===== config.mk =====
export PLATFORM = sky130hd
export DESIGN_NAME = sim_verdict
export DESIGN_NICKNAME = d
export VERILOG_FILES = /design/src/rtl/sim_verdict.sv
export SDC_FILE = /design/constraint.sdc
export NUM_CORES = 1
export LEC_CHECK = 0
export ABC_CLOCK_PERIOD_IN_PS = 3580
export CORE_MARGIN = 10
export CORE_UTILIZATION = 48
export CTS_CLUSTER_DIAMETER = 50
export DETAILED_ROUTE_END_ITERATION = 10
export PLACE_DENSITY_LB_ADDON = 0.15
export SETUP_SLACK_MARGIN = 0.05
export SYNTH_ARGS = -nofsm -noshare
export SYNTH_HDL_FRONTEND = slang
export SYNTH_SLANG_ARGS = --single-unit

===== constraint.sdc =====
create_clock -name clk -period 3.58 [get_ports clk]
set_input_delay 0.716 -clock clk [delete_from_list [all_inputs] [get_ports clk]]
set_output_delay 0.716 -clock clk [all_outputs]
set_load 0.005 [all_outputs]

===== src/rtl/sim_verdict.sv =====
// sim_verdict: harness pass/fail verdict FSM with check counters.
// Ports: clk, reset (async, high), cyc_cnt[31:0], start, check_valid,
//   check_ok, done in; passed, failed, chk_cnt[15:0], err_cnt[15:0],
//   state[2:0] (IDLE=0 RUN=1 DRAIN=2 PASS=3 FAIL=4) out.
// Optional macro SIM_VERDICT_TIMEOUT_EN adds the MAX_CYC watchdog.
module sim_verdict #(
  parameter int MIN_CHECKS = 1,
  parameter int DRAIN_CYC  = 4,
  parameter int MAX_CYC    = 1000
) (
  input  logic        clk,
  input  logic        reset,
  input  logic [31:0] cyc_cnt,
  input  logic        start,
  input  logic        check_valid,
  input  logic        check_ok,
  input  logic        done,
  output logic        passed,
  output logic        failed,
  output logic [15:0] chk_cnt,
  output logic [15:0] err_cnt,
  output logic [2:0]  state
);

  typedef enum logic [2:0] {
    S_IDLE  = 3'd0,
    S_RUN   = 3'd1,
    S_DRAIN = 3'd2,
    S_PASS  = 3'd3,
    S_FAIL  = 3'd4
  } st_t;

  localparam logic [7:0]  DRN   = 8'(DRAIN_CYC);
  localparam logic [16:0] MIN_C = 17'(MIN_CHECKS);

  st_t         st_q, st_d;
  logic [7:0]  drn_q, drn_d;
  logic [15:0] chk_q, chk_d;
  logic [15:0] err_q, err_d;
  logic        pass_q, fail_q;
  logic        active, ok_chk, bad_chk, timeout;

  assign active  = (st_q == S_RUN) || (st_q == S_DRAIN);
  assign ok_chk  = active && check_valid && check_ok;
  assign bad_chk = active && check_valid && !check_ok;

`ifdef SIM_VERDICT_TIMEOUT_EN
  assign timeout = active && (cyc_cnt >= 32'(MAX_CYC));
`else
  logic unused_cyc;
  assign unused_cyc = ^{cyc_cnt, 32'(MAX_CYC)};
  assign timeout    = 1'b0;
`endif

  always_comb begin
    st_d  = st_q;
    drn_d = drn_q;
    chk_d = chk_q;
    err_d = err_q;
    if (ok_chk && (chk_q != 16'hFFFF))
      chk_d = chk_q + 16'd1;
    if (bad_chk && (err_q != 16'hFFFF))
      err_d = err_q + 16'd1;
    unique case (st_q)
      S_IDLE: begin
        if (start)
          st_d = S_RUN;
      end
      S_RUN: begin
        if (bad_chk) begin
          st_d = S_FAIL;
        end else if (done) begin
          st_d  = S_DRAIN;
          drn_d = DRN;
        end
      end
      S_DRAIN: begin
        drn_d = drn_q - 8'd1;
        if (bad_chk) begin
          st_d = S_FAIL;
        end else if (drn_q == 8'd1) begin
          // verdict uses counts that include this last cycle's check
          if ((err_d == 16'd0) && ({1'b0, chk_d} >= MIN_C))
            st_d = S_PASS;
          else
            st_d = S_FAIL;
        end
      end
      default: ;
    endcase
    if (timeout)
      st_d = S_FAIL;
  end

  always_ff @(posedge clk or posedge reset) begin
    if (reset) begin
      st_q   <= S_IDLE;
      drn_q  <= 8'd0;
      chk_q  <= 16'd0;
      err_q  <= 16'd0;
      pass_q <= 1'b0;
      fail_q <= 1'b0;
    end else begin
      st_q   <= st_d;
      drn_q  <= drn_d;
      chk_q  <= chk_d;
      err_q  <= err_d;
      pass_q <= (st_d == S_PASS);
      fail_q <= (st_d == S_FAIL);
    end
  end

  assign passed  = pass_q;
  assign failed  = fail_q;
  assign chk_cnt = chk_q;
  assign err_cnt = err_q;
  assign state   = st_q;

endmodule

==> metrics.txt <==
# TYPE chip_impl_metric gauge
chip_impl_metric{name="arrival",unit="ns"} 3.28
chip_impl_metric{name="fp.coreArea",unit="um^2"} 5510
chip_impl_metric{name="detailroute.via_count",unit=""} 2232
chip_impl_metric{name="max_freq",unit="GHz"} 0.322
chip_impl_metric{name="p_clk_share",unit="%"} 22.5
chip_impl_metric{name="detailedPlacementHpwl",unit="um"} 4570
chip_impl_metric{name="pwr_density_cell",unit="nW/um^2"} 507
chip_impl_metric{name="drt_first_pass_iters",unit=""} 4
chip_impl_metric{name="ios",unit=""} 75
chip_impl_metric{name="wirelength",unit="um"} 6230
chip_impl_metric{name="intPower",unit="uW"} 1110
chip_impl_metric{name="fin_crit",unit="ns"} 3.10
chip_impl_metric{name="post_synth_design_cell_area",unit="um^2"} 2730
chip_impl_metric{name="vias_per_cell",unit=""} 5.69
chip_impl_info{name="run_status",value="complete, no violations"} 1
chip_impl_metric{name="finalClockSkew",unit="ns"} 0.0133
chip_impl_info{name="clockRootBuffer",value="clkbuf_8"} 1
chip_impl_metric{name="power.switching",unit="uW"} 564
chip_impl_metric{name="grt-ovfl-total",unit=""} 0
chip_impl_info{name="worstHoldPathType",value="reg2reg"} 1
chip_impl_info{name="mostFrequentLayoutCell",value="dfrtp_1"} 1
chip_impl_metric{name="gr-usage-all-layers",unit="%"} 13.6
chip_impl_info{name="element_type_at_the_critical_path_end",value="register"} 1
chip_impl_metric{name="critPathMaxFanout",unit=""} 4
chip_impl_metric{name="first_global_vias",unit=""} 2136
chip_impl_metric{name="gp_congestion",unit=""} 0.824
chip_impl_info{name="timing_worst_setup_path_type",value="in2reg"} 1
chip_impl_metric{name="cts_buffers",unit=""} 5
chip_impl_metric{name="worst_ir_drop_vdd",unit="mV"} 0.351
chip_impl_metric{name="fp.dieArea",unit="um^2"} 9100
chip_impl_info{name="critPathLaunchType",value="primary input"} 1
chip_impl_metric{name="cts_buffer_depth",unit=""} 2
chip_impl_metric{name="power.share.switching",unit="%"} 33.7
chip_impl_metric{name="synth_enable_flop_cells",unit=""} 0
chip_impl_metric{name="layout_worst_path_cycle_share",unit="%"} 86.6
chip_impl_metric{name="insertedDiodeCount",unit=""} 0
chip_impl_metric{name="cts_resized",unit=""} 0
chip_impl_metric{name="timing.slew.headroom",unit="%"} 48.6
chip_impl_metric{name="routed_wire_length_per_instance",unit="um"} 15.9
chip_impl_metric{name="register_bit_count_reported_by_yosys",unit=""} 45
chip_impl_metric{name="worst_setup_hold_path_clk_slew",unit="ns"} 0.08
chip_impl_metric{name="final_net_count",unit=""} 362
chip_impl_metric{name="cts.sink_count",unit=""} 45
chip_impl_metric{name="numPortBuffers",unit=""} 42
chip_impl_info{name="final_cell_mix",value="dfrtp_1 (45), clkdlybuf4s50_1 (42), nor2_1 (22)"} 1
chip_impl_metric{name="route.detailed.drc",unit=""} 0
chip_impl_metric{name="report.final.setup_viol",unit=""} 0
chip_impl_info{name="critical_path.cell_chain",value="clkdlybuf4s50_1 > nor3b_1 > buf_4 > and2_1 > o2111a_1 > nor4bb_1 > nor3_1 > nor4b_2 > nand4b_1 > o21a_1"} 1
chip_impl_metric{name="share_comb_of_total_power",unit="%"} 32.9
chip_impl_metric{name="finalMaxSlewViolations",unit=""} 0
chip_impl_metric{name="worstRegToRegCells",unit=""} 10
chip_impl_metric{name="cts_hold_buffers",unit=""} 0
chip_impl_metric{name="die_width",unit="um"} 95.4
chip_impl_metric{name="grt_antenna_before_repair",unit=""} 0
chip_impl_metric{name="yosysWarningCount",unit=""} 0
chip_impl_metric{name="clock_tree.htree_level_count",unit=""} 2
chip_impl_metric{name="tightestPinTransition",unit="ns"} 0.766
chip_impl_metric{name="worst-endpoint-required",unit="ns"} 3.76
chip_impl_metric{name="setup_total_negative_slack",unit="ns"} 0
chip_impl_metric{name="final_critical_path_setup_slack",unit="ns"} 0.478
chip_impl_metric{name="place_worst_setup_slack",unit="ns"} 0.160
chip_impl_metric{name="synth.avg_cell_area",unit="um^2"} 9.78
chip_impl_metric{name="area_delta_synth_final",unit="%"} 21.1
chip_impl_metric{name="grt_first_pass_wirelength",unit="um"} 9990
chip_impl_metric{name="mappedNetlistNets",unit=""} 321
chip_impl_info{name="cts_tree",value="built"} 1
chip_impl_metric{name="dieHeight",unit="um"} 95.4
chip_impl_metric{name="drive_above_1_share",unit="%"} 8.75
chip_impl_metric{name="insertion_delay",unit="ns"} 0.30
chip_impl_metric{name="detail_route.iter0.violations",unit=""} 119
chip_impl_metric{name="grt_max_degree",unit=""} 25
chip_impl_metric{name="async_reset_ff_share",unit="%"} 100
chip_impl_info{name="worst_path_max_delay_cell",value="clkdlybuf4s50_1"} 1
chip_impl_metric{name="synthCells",unit=""} 279
chip_impl_metric{name="drt.antenna.violating_nets",unit=""} 0
chip_impl_metric{name="synth-seq-area-share",unit="%"} 41.3
chip_impl_metric{name="pwr-share-seq",unit="%"} 44.7
chip_impl_metric{name="leakagePower",unit="uW"} 0.00139
chip_impl_metric{name="synthDistinctLibCells",unit=""} 55
chip_impl_metric{name="std_cell_rows",unit=""} 27
chip_impl_info{name="synth_flop_type",value="dfrtp_1"} 1
chip_impl_metric{name="hold_viol",unit=""} 0
chip_impl_metric{name="cts_setup_buffers",unit=""} 0
chip_impl_metric{name="starting_utilization_of_the_core_area",unit="%"} 49.6
chip_impl_metric{name="max_cap_violations",unit=""} 0
chip_impl_metric{name="worst_hold_path.num_cells",unit=""} 2
chip_impl_info{name="setup_repair_after_global_routing_missed_its_margin",value="false"} 1
chip_impl_metric{name="critical_path.max_stage_delay",unit="ns"} 0.53
==> critical path: cells and delay by family <==
kind	cells	cell delay [ns]
AO/OA/AOI/OAI	2	0.52
buffers and inverters	2	0.69
AND/OR/NAND/NOR	6	1.37
==> synth_stat cells (all sizes together), types with 2 or more instances <==
library cell  number  area share [%]
nor4               3            0.69
nand2b             3            0.69
and3               8             1.8
nor2              22             3.0
nor3              11             2.0
dfrtp             45              41
clkbuf             6            0.83
inv                4            0.55
o31ai              2            0.55
a211o              3            0.96
a31oi              7             1.6
nand2             20             2.8
nor4bb             3             1.1
nand4             13             3.0
a211oi             2            0.55
a21o               2            0.55
xnor2             21             6.7
xor2              17             6.1
mux2               5             2.1
or3                3            0.69
nand3              9             1.7
buf                9             2.5
a21oi              7             1.3
or4                4             1.4
ha                 4             1.8
and4               7             2.2
nand4b             3             1.5
o21ai              9             1.7
and2               6             1.5
or2                2            0.46
o21a               2            0.55
a41oi              2            0.64
==> power by group through the flow <==
stage | sequential, uW | clock (uW) | combinational [uW]
after global placement | 755 | 0 | 539
final | 748 | 377 | 550
after detailed placement | 759 | 0 | 557
after floorplan | 704 | 0 | 404
after CTS | 748 | 384 | 559
after global routing | 767 | 402 | 609
==> final cells by class <==
class,instances,area (um^2)
Inverter,4,15.0
Timing Repair Buffer,49,473
Fill cell,480,2200
Tap cell,72,90.1
Sequential cell,45,1130
Clock inverter,2,35.0
Multi-Input combinational cell,215,1500
Clock buffer,5,68.8
==> through the flow <==
stage                     instance area, um^2  instances  hold slack [ns]  power [uW]  util, %
after detailed placement                 3200        385            0.526        1320     58.1
after global placement                   3200        385            0.521        1290     58.1
after global routing                     3310        392            0.559        1780     60.0
final                                    3310        392            0.543        1670     60.0
after CTS                                3310        392            0.543        1690     60.0
after floorplan                          2730        279            0.501        1110        -
==> layer usage <==
metal  wire [um]  global-route usage [%]  up-vias
met1        2890                    17.7     1071
li1            -                       -     1103
met4          85                    4.91        0
met3         504                    5.03        7
met2        2760                    20.5       51
met5           0                       0        -
==> path summary, 6_finish.rpt <==
| path | from | end | slack (ns) |
|---|---|---|---|
| worst max-delay path | check_valid | failed | 0.48 |
| worst min-delay path | drn_q[6] | drn_q[6] | 0.54 |
| worst max register to register | chk_cnt[0] | passed | 0.52 |
| worst min register to register | drn_q[6] | drn_q[6] | 0.54 |
| max in group asynchronous | reset | err_cnt[12] | 2.08 |
| min in group asynchronous | reset | err_cnt[6] | 0.76 |
==> cells by family after synthesis <==
group,count (synthesis),synth area share (%)
AOI/OAI and AO/OA,45,11.5
buffers and inverters,19,3.85
and+or+nand+nor,122,26.3
muxes,6,2.43
adders and majority gates,4,1.83
DFF,45,41.3
xor gates and xnor gates,38,12.9
==> flip-flops by register name, summed over array words and instances, names as in the netlist <==
register,flops
passed,1
err_cnt,16
drn_q,8
chk_cnt,16
state,3
failed,1
Power figures use the tool's default switching activity.
